--- src/rtl/nn_pkg.sv ---
// Shared parameters and FSM encoding for the neuron weight path.
package nn_pkg;
  localparam int N  = 8;   // weights per column (MAC lanes)
  localparam int S  = 8;   // columns stored in ROM
  localparam int n  = 32;  // bits per weight, Q16.16
  localparam int AW = 3;   // ROM address width, S <= 2**AW
  localparam int CW = N * n;

  localparam logic [AW:0] S_CNT = (AW+1)'(S);

  typedef enum logic [1:0] {
    ST_IDLE,
    ST_RUN,
    ST_DRAIN,
    ST_DONE
  } state_t;

  // A request of zero or more than S columns means a full pass.
  function automatic logic [AW:0] clamp_cols(input logic [AW:0] nc);
    if (nc == '0 || nc > S_CNT) return S_CNT;
    return nc;
  endfunction
endpackage

--- src/rtl/weight_column_sequencer_out_reg.sv ---
// Output stage: load-enabled weight column, column index and last flag with a valid bit.
module wcs_out_reg
  import nn_pkg::*;
(
  input  logic          clk,
  input  logic          rst,
  input  logic          flush,
  input  logic          load,
  input  logic          consume,
  input  logic [CW-1:0] d,
  input  logic [AW-1:0] col_d,
  input  logic          last_d,
  output logic [CW-1:0] data,
  output logic [AW-1:0] col,
  output logic          last,
  output logic          valid
);
  always_ff @(posedge clk) begin
    if (rst) begin
      data  <= '0;
      col   <= '0;
      last  <= 1'b0;
      valid <= 1'b0;
    end else if (flush) begin
      // Data and column are left stale; only the qualifiers drop.
      last  <= 1'b0;
      valid <= 1'b0;
    end else if (load) begin
      data  <= d;
      col   <= col_d;
      last  <= last_d;
      valid <= 1'b1;
    end else if (consume) begin
      valid <= 1'b0;
    end
  end
endmodule

--- src/rtl/weight_column_sequencer.sv ---
// Steps the column-weight ROM for one neuron pass and streams each column to the MAC array.
module weight_column_sequencer
  import nn_pkg::*;
(
  input  logic          clk,
  input  logic          rst,
  input  logic          start,
  input  logic [AW:0]   num_cols,
  input  logic          abort,
  output logic [AW-1:0] rom_addr,
  input  logic [CW-1:0] rom_w,
  output logic [CW-1:0] w_data,
  output logic [AW-1:0] w_col,
  output logic          w_valid,
  input  logic          w_ready,
  output logic          w_last,
  output logic          busy,
  output logic          done,
  output state_t        dbg_state
);
  // Handshake: a beat transfers on a cycle where w_valid && w_ready; while w_valid is high
  // and w_ready low, w_data/w_col/w_last hold and w_valid never drops except on abort/rst.
  state_t      state;
  logic [AW:0] cnt;
  logic [AW:0] issue_ctr;
  logic        load;
  logic        consume;
  logic        is_last;

  assign is_last   = (issue_ctr == cnt - 1'b1);
  assign load      = (state == ST_RUN) && (!w_valid || w_ready);
  assign consume   = (state == ST_DRAIN) && w_valid && w_ready;
  assign rom_addr  = (state == ST_RUN) ? issue_ctr[AW-1:0] : '0;
  assign dbg_state = state;

  always_ff @(posedge clk) begin
    if (rst) begin
      state     <= ST_IDLE;
      cnt       <= '0;
      issue_ctr <= '0;
      busy      <= 1'b0;
      done      <= 1'b0;
    end else if (abort) begin
      state     <= ST_IDLE;
      issue_ctr <= '0;
      busy      <= 1'b0;
      done      <= 1'b0;
    end else begin
      case (state)
        ST_IDLE: begin
          done <= 1'b0;
          if (start) begin
            cnt       <= clamp_cols(num_cols);
            issue_ctr <= '0;
            busy      <= 1'b1;
            state     <= ST_RUN;
          end
        end
        ST_RUN: begin
          if (load) begin
            issue_ctr <= issue_ctr + 1'b1;
            if (is_last) state <= ST_DRAIN;
          end
        end
        ST_DRAIN: begin
          if (consume) begin
            busy  <= 1'b0;
            done  <= 1'b1;
            state <= ST_DONE;
          end
        end
        ST_DONE: begin
          done  <= 1'b0;
          state <= ST_IDLE;
        end
        default: state <= ST_IDLE;
      endcase
    end
  end

  wcs_out_reg u_out_reg (
    .clk     (clk),
    .rst     (rst),
    .flush   (abort),
    .load    (load),
    .consume (consume),
    .d       (rom_w),
    .col_d   (issue_ctr[AW-1:0]),
    .last_d  (is_last),
    .data    (w_data),
    .col     (w_col),
    .last    (w_last),
    .valid   (w_valid)
  );
endmodule
--- config.mk ---
export PLATFORM = sky130hd
export DESIGN_NAME = weight_column_sequencer
export DESIGN_NICKNAME = d
export VERILOG_FILES = /design/src/rtl/nn_pkg.sv /design/src/rtl/weight_column_sequencer_out_reg.sv /design/src/rtl/weight_column_sequencer.sv
export SDC_FILE = /design/constraint.sdc
export NUM_CORES = 1
export LEC_CHECK = 0
export ABC_AREA = 1
export BUFFER_PORTS_ARGS = -buffer_cell sky130_fd_sc_hd__buf_2
export CORE_AREA = 3 3 205 207
export DETAILED_ROUTE_END_ITERATION = 10
export DIE_AREA = 0 0 208 210
export PLACE_DENSITY = 0.62
export SLEW_MARGIN = 15
export SYNTH_ARGS = -nofsm -noshare
export SYNTH_HDL_FRONTEND = slang
export SYNTH_SLANG_ARGS = --single-unit
--- constraint.sdc ---
create_clock -name clk -period 1.76 [get_ports clk]
set_clock_uncertainty 0.2 [all_clocks]
set_input_delay 0.088 -clock clk [delete_from_list [all_inputs] [get_ports clk]]
set_output_delay 0.088 -clock clk [all_outputs]
set_load 0.01 [all_outputs]
======== After elaboration in Yosys (flattened, before gate mapping) ========
Cells that the tools add are included.
Widths: inputs -> output; s select.
cells by class
  add/sub/neg operators ................... 2
  magnitude comparators ................... 1
  eq/ne operators ......................... 8
  muxes and demuxes ....................... 22
  bitwise logic cells ..................... 1
  reductions and logical operators ........ 20
operator list
  kind                 count
  $mux 4               4
  $mux 1               9
  $reduce_and 3->1     3
  $mux 2               4
  $pmux 2 s4           1
  $pmux 4 s2           1
  $reduce_bool 2->1    4
  $ne 2x2->1 const B   3
  $add 4x1->4 const B  1
  $eq 2x2->1 const B   2
  $eq 4x4->1           1
  $gt 4x4->1 const B   1
  $logic_not 4->1      1
  $pmux 1 s2           2
  $reduce_and 2->1     2
  $reduce_and 4->1     1
  $reduce_or 2->1      2
  $sub 4x1->4 const B  1
  $logic_and 1x1->1    3
  $mux 3               1
  $eq 2x1->1 const B   1
  $logic_not 2->1      1
  $logic_or 1x1->1     2
  $ne 2x1->1 const B   1
  2 further kinds      2
storage, ports and cells
  register bits after elaboration ......... 273
  input bits .............................. 265
  output and inout port bits .............. 268
  word-level logic and storage cells ...... 63

======== Depth between registers and ports, before layout ========
Gate-level depths: netlist (run 1).
  depth in word-level cells ............... 8
  depth in mapped cells ................... 12
  mapped depth without buffers ............ 12

======== Cells and area by module ========
A second synthesis (run 1) with hierarchy kept.
unflattened totals
  cells, all modules ...................... 1,798
  area, all modules ....................... 11,873.9 um2
modules (own cells, without submodules)
  module                   instances  cells an instance  area an instance (um2)  seq. area each (um2)
  wcs_out_reg              1          1,680              11,070.6                5,225.0
  weight_column_sequencer  1          118                803.3                   240.2

======== Worst setup path before layout (run 1) ========
OpenSTA, ideal clock, no wires.
  path kind ............................... register to register
  from .................................... register state[1], in the netlist dbg_state[1]
  to ...................................... register issue_ctr[3]
  library setup time ...................... 122 ps
  data arrival time ....................... 1,468 ps
  data required time ...................... 1,438 ps
  path slack .............................. -29 ps
  stages on the path, launching flop included .. 12
  path buffers ............................ 1
  clock period less this slack ............ 1,789 ps
  cell sequence ........................... dfxtp_1 inv_1 ha_1 buf_4 inv_1 nand2_1 nand2_1 nand2_2 nor2_1 nand3_1 xor2_1 nor2_1
between the ends
  word-level cells in the longest chain between the ends .. 4
  elaborated cells between the ends (all ways) .. 8
  those cells by class .................... 3 x eq/ne; 1 x mux; 4 x reduce/logical
ends and longest elaborated chain
  what                        RTL line                                                      text
  start: declaration          weight_column_sequencer.sv:23                                 state_t state;
  start signal: assignment    weight_column_sequencer.sv:38                                 state <= ST_IDLE;
  start signal: assignment    weight_column_sequencer.sv:44                                 state <= ST_IDLE;
  start signal: assignment    weight_column_sequencer.sv:56                                 state <= ST_RUN;
  $eq 2x1->1                  weight_column_sequencer.sv:31, weight_column_sequencer.sv:49
  $logic_and 1x1->1           weight_column_sequencer.sv:31                                 assign load = (state == ST_RUN) && (!w_valid || w_ready);
  $ne 2x2->1 (no line)        n/a
  $reduce_and 3->1 (no line)  n/a
  end signal: assignment      weight_column_sequencer.sv:61                                 issue_ctr <= issue_ctr + 1'b1;
  end: declaration            weight_column_sequencer.sv:25                                 logic [AW:0] issue_ctr;
Several ways; a longest one is shown, not always the timed one.
A chain may end at the register's enable or synchronous reset.

======== Worst setup path after layout (run 1) ========
  from .................................... register state[1], in the netlist dbg_state[1]
  to ...................................... output port rom_addr[0]
between the ends
  word-level cells in the longest chain between the ends .. 2
ends and longest elaborated chain
  what              RTL line                       text
  $eq 2x1->1        weight_column_sequencer.sv:33  assign rom_addr = (state == ST_RUN) ? issue_ctr[AW-1:0] : '0;
  $mux 3            weight_column_sequencer.sv:33
  end: declaration  weight_column_sequencer.sv:10  output logic [AW-1:0] rom_addr,
Every way passes these cells.

==> results of run 1 <==
==> layer usage <==
metal	global-route usage, %	up-vias	wire (um)
met5	0	-	0
met4	9.46	0	2140
met3	4.21	144	3410
met2	29.9	652	21300
met1	20.6	5865	16800
li1	-	5904	-
==> where the power goes <==
group	total (uW)	leakage, uW	internal, uW	switching [uW]
clock	6480	0.000507	3830	2650
sequential	6510	0.00221	6390	118
combinational	2440	0.00503	1210	1230
total	15400	0.00774	11400	4000
==> Yosys cell counts (all sizes together) <==
master  count  area (sq um)
inv        28           108
o21ai       5          25.0
xor2        1          8.76
clkbuf     40           150
nand4       3          18.8
nor3b       1          7.51
nand2     297          1130
ha          7          87.6
nor3        2          10.0
nand3     265          1330
a21oi     271          1360
nor2       10          37.5
a211oi      6          45.0
dfxtp     273          5470
buf        74           541
==> worst max-delay path by stage <==
stage	start	endpoint	slack [ns]	cells past startpoint
4_1_cts	dbg_state[1]	rom_addr[1]	-0.04	6
6_report	dbg_state[1]	rom_addr[0]	-0.02	6
2_1_floorplan	dbg_state[1]	issue_ctr[3]	0.04	11
5_1_grt	dbg_state[1]	u_out_reg.data[154]	-0.09	10
3_3_place_gp	dbg_state[1]	u_out_reg.data[71]	0.02	8
3_5_place_dp	dbg_state[1]	u_out_reg.data[30]	-0.05	8
==> worst max-delay path, stage by stage, from the launching register on <==
cell,delay [ns]
dfxtp_2,0.35
inv_4,0.05
ha_4,0.16
buf_8,0.13
nand2_4,0.08
inv_2,0.04
buf_6,0.11
==> sequential cells by signal, summed over array words and instances (netlist names) <==
signal and cells:
u_out_reg.col 3, u_out_reg.valid 1, issue_ctr 4, u_out_reg.data 256, done 1, cnt 4, dbg_state 2, u_out_reg.last 1
busy 1
==> cell families (layout without fill, tap and decap cells) <==
kind of cell | after synthesis | count (layout) | synth area share (%)
AO/OA/AOI/OAI | 282 | 282 | 13.8
XOR/XNOR | 1 | 1 | 0.0849
adder cells (fa/ha/maj) | 7 | 7 | 0.849
buffers and inverters | 142 | 951 | 7.74
flip-flops | 273 | 273 | 53.0
AND/OR/NAND/NOR | 578 | 578 | 24.5
==> cells in the final DEF, fill, tap and decap left out, drive strengths merged, types with 2 or more instances in the layout <==
cell type    netlist  final
dlygate4sd3        0    265
bufinv             0      3
o21ai              5      5
a211oi             6      6
nand2            297    297
clkinv             0     11
dfxtp            273    273
a21oi            271    271
nor2              10     10
buf               74    595
nand4              3      3
inv               28     29
nand3            265    265
nor3               2      2
clkbuf            40     47
ha                 7      7
==> per-stage QoR <==
step           setup TNS, ns  util (%)  total power (uW)  cells  setup slack [ns]
2_1_floorplan              0         -              7580   1283            0.0368
3_3_place_gp               0      33.4              8390   2283            0.0197
3_5_place_dp          -0.200      33.4              8420   2283           -0.0535
4_1_cts               -0.126      42.7             15400   2607           -0.0443
5_1_grt                -2.99      43.7             16000   2624           -0.0898
6_report             -0.0227      43.7             15400   2624           -0.0184
==> what timing repair did <==
| action | 4_1_cts | 5_1_grt |
|---|---|---|
| endpoints found under the setup margin | 124 | 255 |
| pin swaps | 0 | 4 |
| gates cloned | 0 | 9 |
| resized for setup | 16 | 38 |
| endpoints found under the hold margin | 272 | 0 |
| setup buffers | 2 | 9 |
| hold buffers | 266 | 0 |
==> final cells by class <==
cell class	instances	area, sq um	area share (%)
Timing Repair Buffer	867	6280	35.5
Clock inverter	16	169	0.954
Inverter	28	123	0.692
Multi-Input combinational cell	868	4150	23.4
Clock buffer	40	850	4.80
Sequential cell	273	5470	30.9
Tap cell	532	666	3.76
==> results.toml, run 1 <==
[drt]
firstDrtPassIters = 6
drc_errors = 0
drt-total-wl_um = 43700
drtIter0Drc = 1187
wl_per_cell_um = 16.6
vias_per_cell = 4.79
ant_nets = 0
vias = 12565

[die]
pin_count = 533
core_area_sq_um = 40600
die_h_um = 210
dieArea_sq_um = 43700
initial_core_util_pct = 25.4
die_w_um = 208
row_count = 74

[clocking]
clkSinkCount = 273
cts_buffers = 30
tritoncts = "done"
cts.clk_slew.worst_paths_ns = 0.06
clock_latency_ns = 0.56
cts_buffer_depth = 3
cts_htree_levels = 1
root_buffer = "clkbuf_16"

[global_route]
grt_pass1_wl_um = 64100
globalRouteOverflowTotal = 0
grt_max_degree = 120
antenna_found_initial = 1
grt_usage_pct = 17.6
grt_pass1_vias = 12292

[worst_setup_path]
path_max_fanout = 4
r2r-end = "u_out_reg.data[142]"
r2r_setup_slack_ns = 0
required_ns = 1.47
worst-r2r-cell-count = 10
cp.arrival_ns = 1.49
cp-end-kind = "primary output"
r2r-start = "dbg_state[1]"
crit_type = "register to primary output"
cp-start-kind = "register"

[timing]
setup_ws_ns = -0.0184
clock.fmax_mhz = 562
relSlewSlack_pct = 61.3
fin_crit_ns = 1.78
maxSlewViolCount = 0
rsz0062_at_grt = "yes"
finalSetupViolCount = 3
finalHoldViolations = 0
period_share_pct = 101
worst_pin_slew_ns = 0.580
hold_ws_ns = 0.135

[yosys]
ys_ff_latch = 273
ys_types = 22
ys_warn_count = 0
syn_inst = 1283
netlist_area_sq_um = 10300
ys_seq_area_share_pct = 53.0
syn_nets = 1555
syn_area_per_cell_sq_um = 8.04

[placement]
io_buffers = 532
place_hpwl_um = 26500
placed_area_sq_um = 13600
gp_congestion = 0.858

[hold_path]
min_from = "rom_w[122]"
holdCritPathClass = "primary input to register"
hold_depth = 4
worstHoldEndpoint = "u_out_reg.data[122]"

[layout]
final.fill_count = 3772
final_nets = 2340
num_antenna_cells = 0
final_cell_area_sq_um = 17700
area_delta_synth_final_pct = 71.7
layout-drive-gt1-share_pct = 32.9

[power_and_ir_drop]
peakVddDrop_uv = 678
power.leakage_uw = 0.00774
powerDensity_nw_per_um2 = 872

[job]
maxCapViolCount = 0

[outcome]
violations = "negative setup slack"
status = "finished, violations left"
No activity file was read; power rests on OpenSTA's default activity.
==> inputs of run 2 (changes only) <==
==> constraint.sdc (replaced) <==
create_clock -name clk -period 1.76 [get_ports clk]
set_clock_uncertainty 0.2 [all_clocks]
set_input_delay 0.352 -clock clk [delete_from_list [all_inputs] [get_ports clk]]
set_output_delay 0.352 -clock clk [all_outputs]
set_load 0.01 [all_outputs]
==> results.toml, run 2 (synthesis results as in run 1) <==
[timing]
hold_ws_ns = 0.0298
rsz0062_at_grt = "yes"
fin_crit_ns = 2.03
finalHoldViolations = 0
setup_ws_ns = -0.269
maxSlewViolCount = 0
worst_pin_slew_ns = 0.546
period_share_pct = 115
relSlewSlack_pct = 63.6
clock.fmax_mhz = 493
finalSetupViolCount = 236

[job]
maxCapViolCount = 0

[die]
pin_count = 533
core_area_sq_um = 40600
die_h_um = 210
initial_core_util_pct = 25.4
dieArea_sq_um = 43700
row_count = 74
die_w_um = 208

[layout]
fin_util_pct = 51.4
largest_register_ff_count = 256
layout_commonest_cell = "buf_2"
final.fill_count = 3328
top_regs = "u_out_reg.data: 256 flops, cnt: 4 flops, issue_ctr: 4 flops"
top_register = "u_out_reg.data"
final_cell_area_sq_um = 20900
final_nets = 2424
mostFrequentLayoutCells = "525 x buf_2, 271 x dfxtp_1, 263 x dlygate4sd3_1"
layout-drive-gt1-share_pct = 47.8
instances_no_fill = 2708
area_delta_synth_final_pct = 102

[drt]
vias = 13493
ant_nets = 0
drc_errors = 0
wl_met1_um = 19500
top_layer = "met5"
wl_met3_um = 4450
firstDrtPassIters = 6
vias_per_cell = 4.98
drtIter0Drc = 1020
drt-total-wl_um = 53100
wl_met2_um = 26200
wl_per_cell_um = 19.6

[outcome]
status = "finished, violations left"
violations = "negative setup slack"

[global_route]
grt_pass1_vias = 13446
grt_max_degree = 84
antenna_found_initial = 4
globalRouteOverflowTotal = 0
grt_pass1_wl_um = 73800
grt_usage_pct = 20.9

[clocking]
clkSinkCount = 273
clock_latency_ns = 0.57
tritoncts = "done"
cts_htree_levels = 1
cts.clk_slew.worst_paths_ns = 0.06
root_buffer = "clkbuf_16"
cts_buffers = 30
cts_buffer_depth = 3

[worst_setup_path]
r2r_setup_slack_ns = -0.27
required_ns = 1.21
worst-r2r-cell-count = 12
cp-end-kind = "primary output"
r2r-start = "dbg_state[1]"
crit_path_start = "dbg_state[1]"
cp-start-kind = "register"
cp-endpoint = "rom_addr[0]"
cp.arrival_ns = 1.48
path_max_fanout = 4
crit_type = "register to primary output"
r2r-end = "u_out_reg.data[174]"

[power_and_ir_drop]
power.leakage_uw = 0.00868
peakVddDrop_uv = 730
powerDensity_nw_per_um2 = 794

[placement]
io_buffers = 532
place_hpwl_um = 26600
placed_area_sq_um = 13600
gp_congestion = 0.868
place_inst = 2288

[hold_path]
holdCritPathClass = "primary input to register"
-- run 2: stage by stage --
stage	power, uW	setup TNS [ns]	worst slack, ns
global route	17200	-48.61	-0.334
detailed placement	8430	-0.522	-0.0426
finish	16600	-29.61	-0.269
floorplan	7580	0	0.0368
global placement	8400	-0.0193	-0.0182
CTS	16300	-20.70	-0.314
-- run 2: cell type report --
type / instances / area, sq um / share of cell area, %
repair buffers: 950 / 8070 / 38.7
clock buffers: 45 / 938 / 4.50
clock inverters: 8 / 90.1 / 0.432
diodes: 3 / 7.51 / 0.0360
inverters: 28 / 130 / 0.624
multi-input cells: 869 / 5490 / 26.3
flip-flops and latches: 273 / 5470 / 26.2
well taps: 532 / 666 / 3.19
-- run 2: metal layers --
metal,vias up,global-route usage (%)
met5,-,0
met4,2,11.6
met3,195,5.98
met2,806,35.5
met1,6401,23.7
li1,6089,-
-- run 2: worst min path at each step --
stage / start / to / slack, ns / depth (start not counted)
final: start / cnt[1] / 0.03 / 5
after global routing: start / cnt[1] / 0.02 / 5
after CTS: start / issue_ctr[0] / 0.02 / 5
after detailed placement: u_out_reg.data[244] / u_out_reg.data[244] / 0.25 / 2
after global placement: u_out_reg.data[143] / u_out_reg.data[143] / 0.24 / 2
after floorplan: cnt[3] / cnt[3] / 0.26 / 2
-- run 2: worst max-delay path: stages (launching register included) --
cell and delay [ns]:
dfxtp_2 0.35, inv_4 0.04, ha_4 0.15, buf_6 0.13, nand2_4 0.07, inv_4 0.04, buf_6 0.12
-- run 2: what timing repair did --
item | in CTS | in global routing
hold buffers | 263 | 0
pin swaps | 48 | 51
buffers inserted | 50 | 20
hold endpoints to repair | 261 | 0
endpoints found under the setup margin | 173 | 274
cloned | 34 | 12
gates resized for setup | 214 | 246
-- run 2: power by group --
part,total (uW),switching [uW],internal (uW)
registers,6530,132,6390
clock network,6520,2590,3930
logic,3520,1680,1830
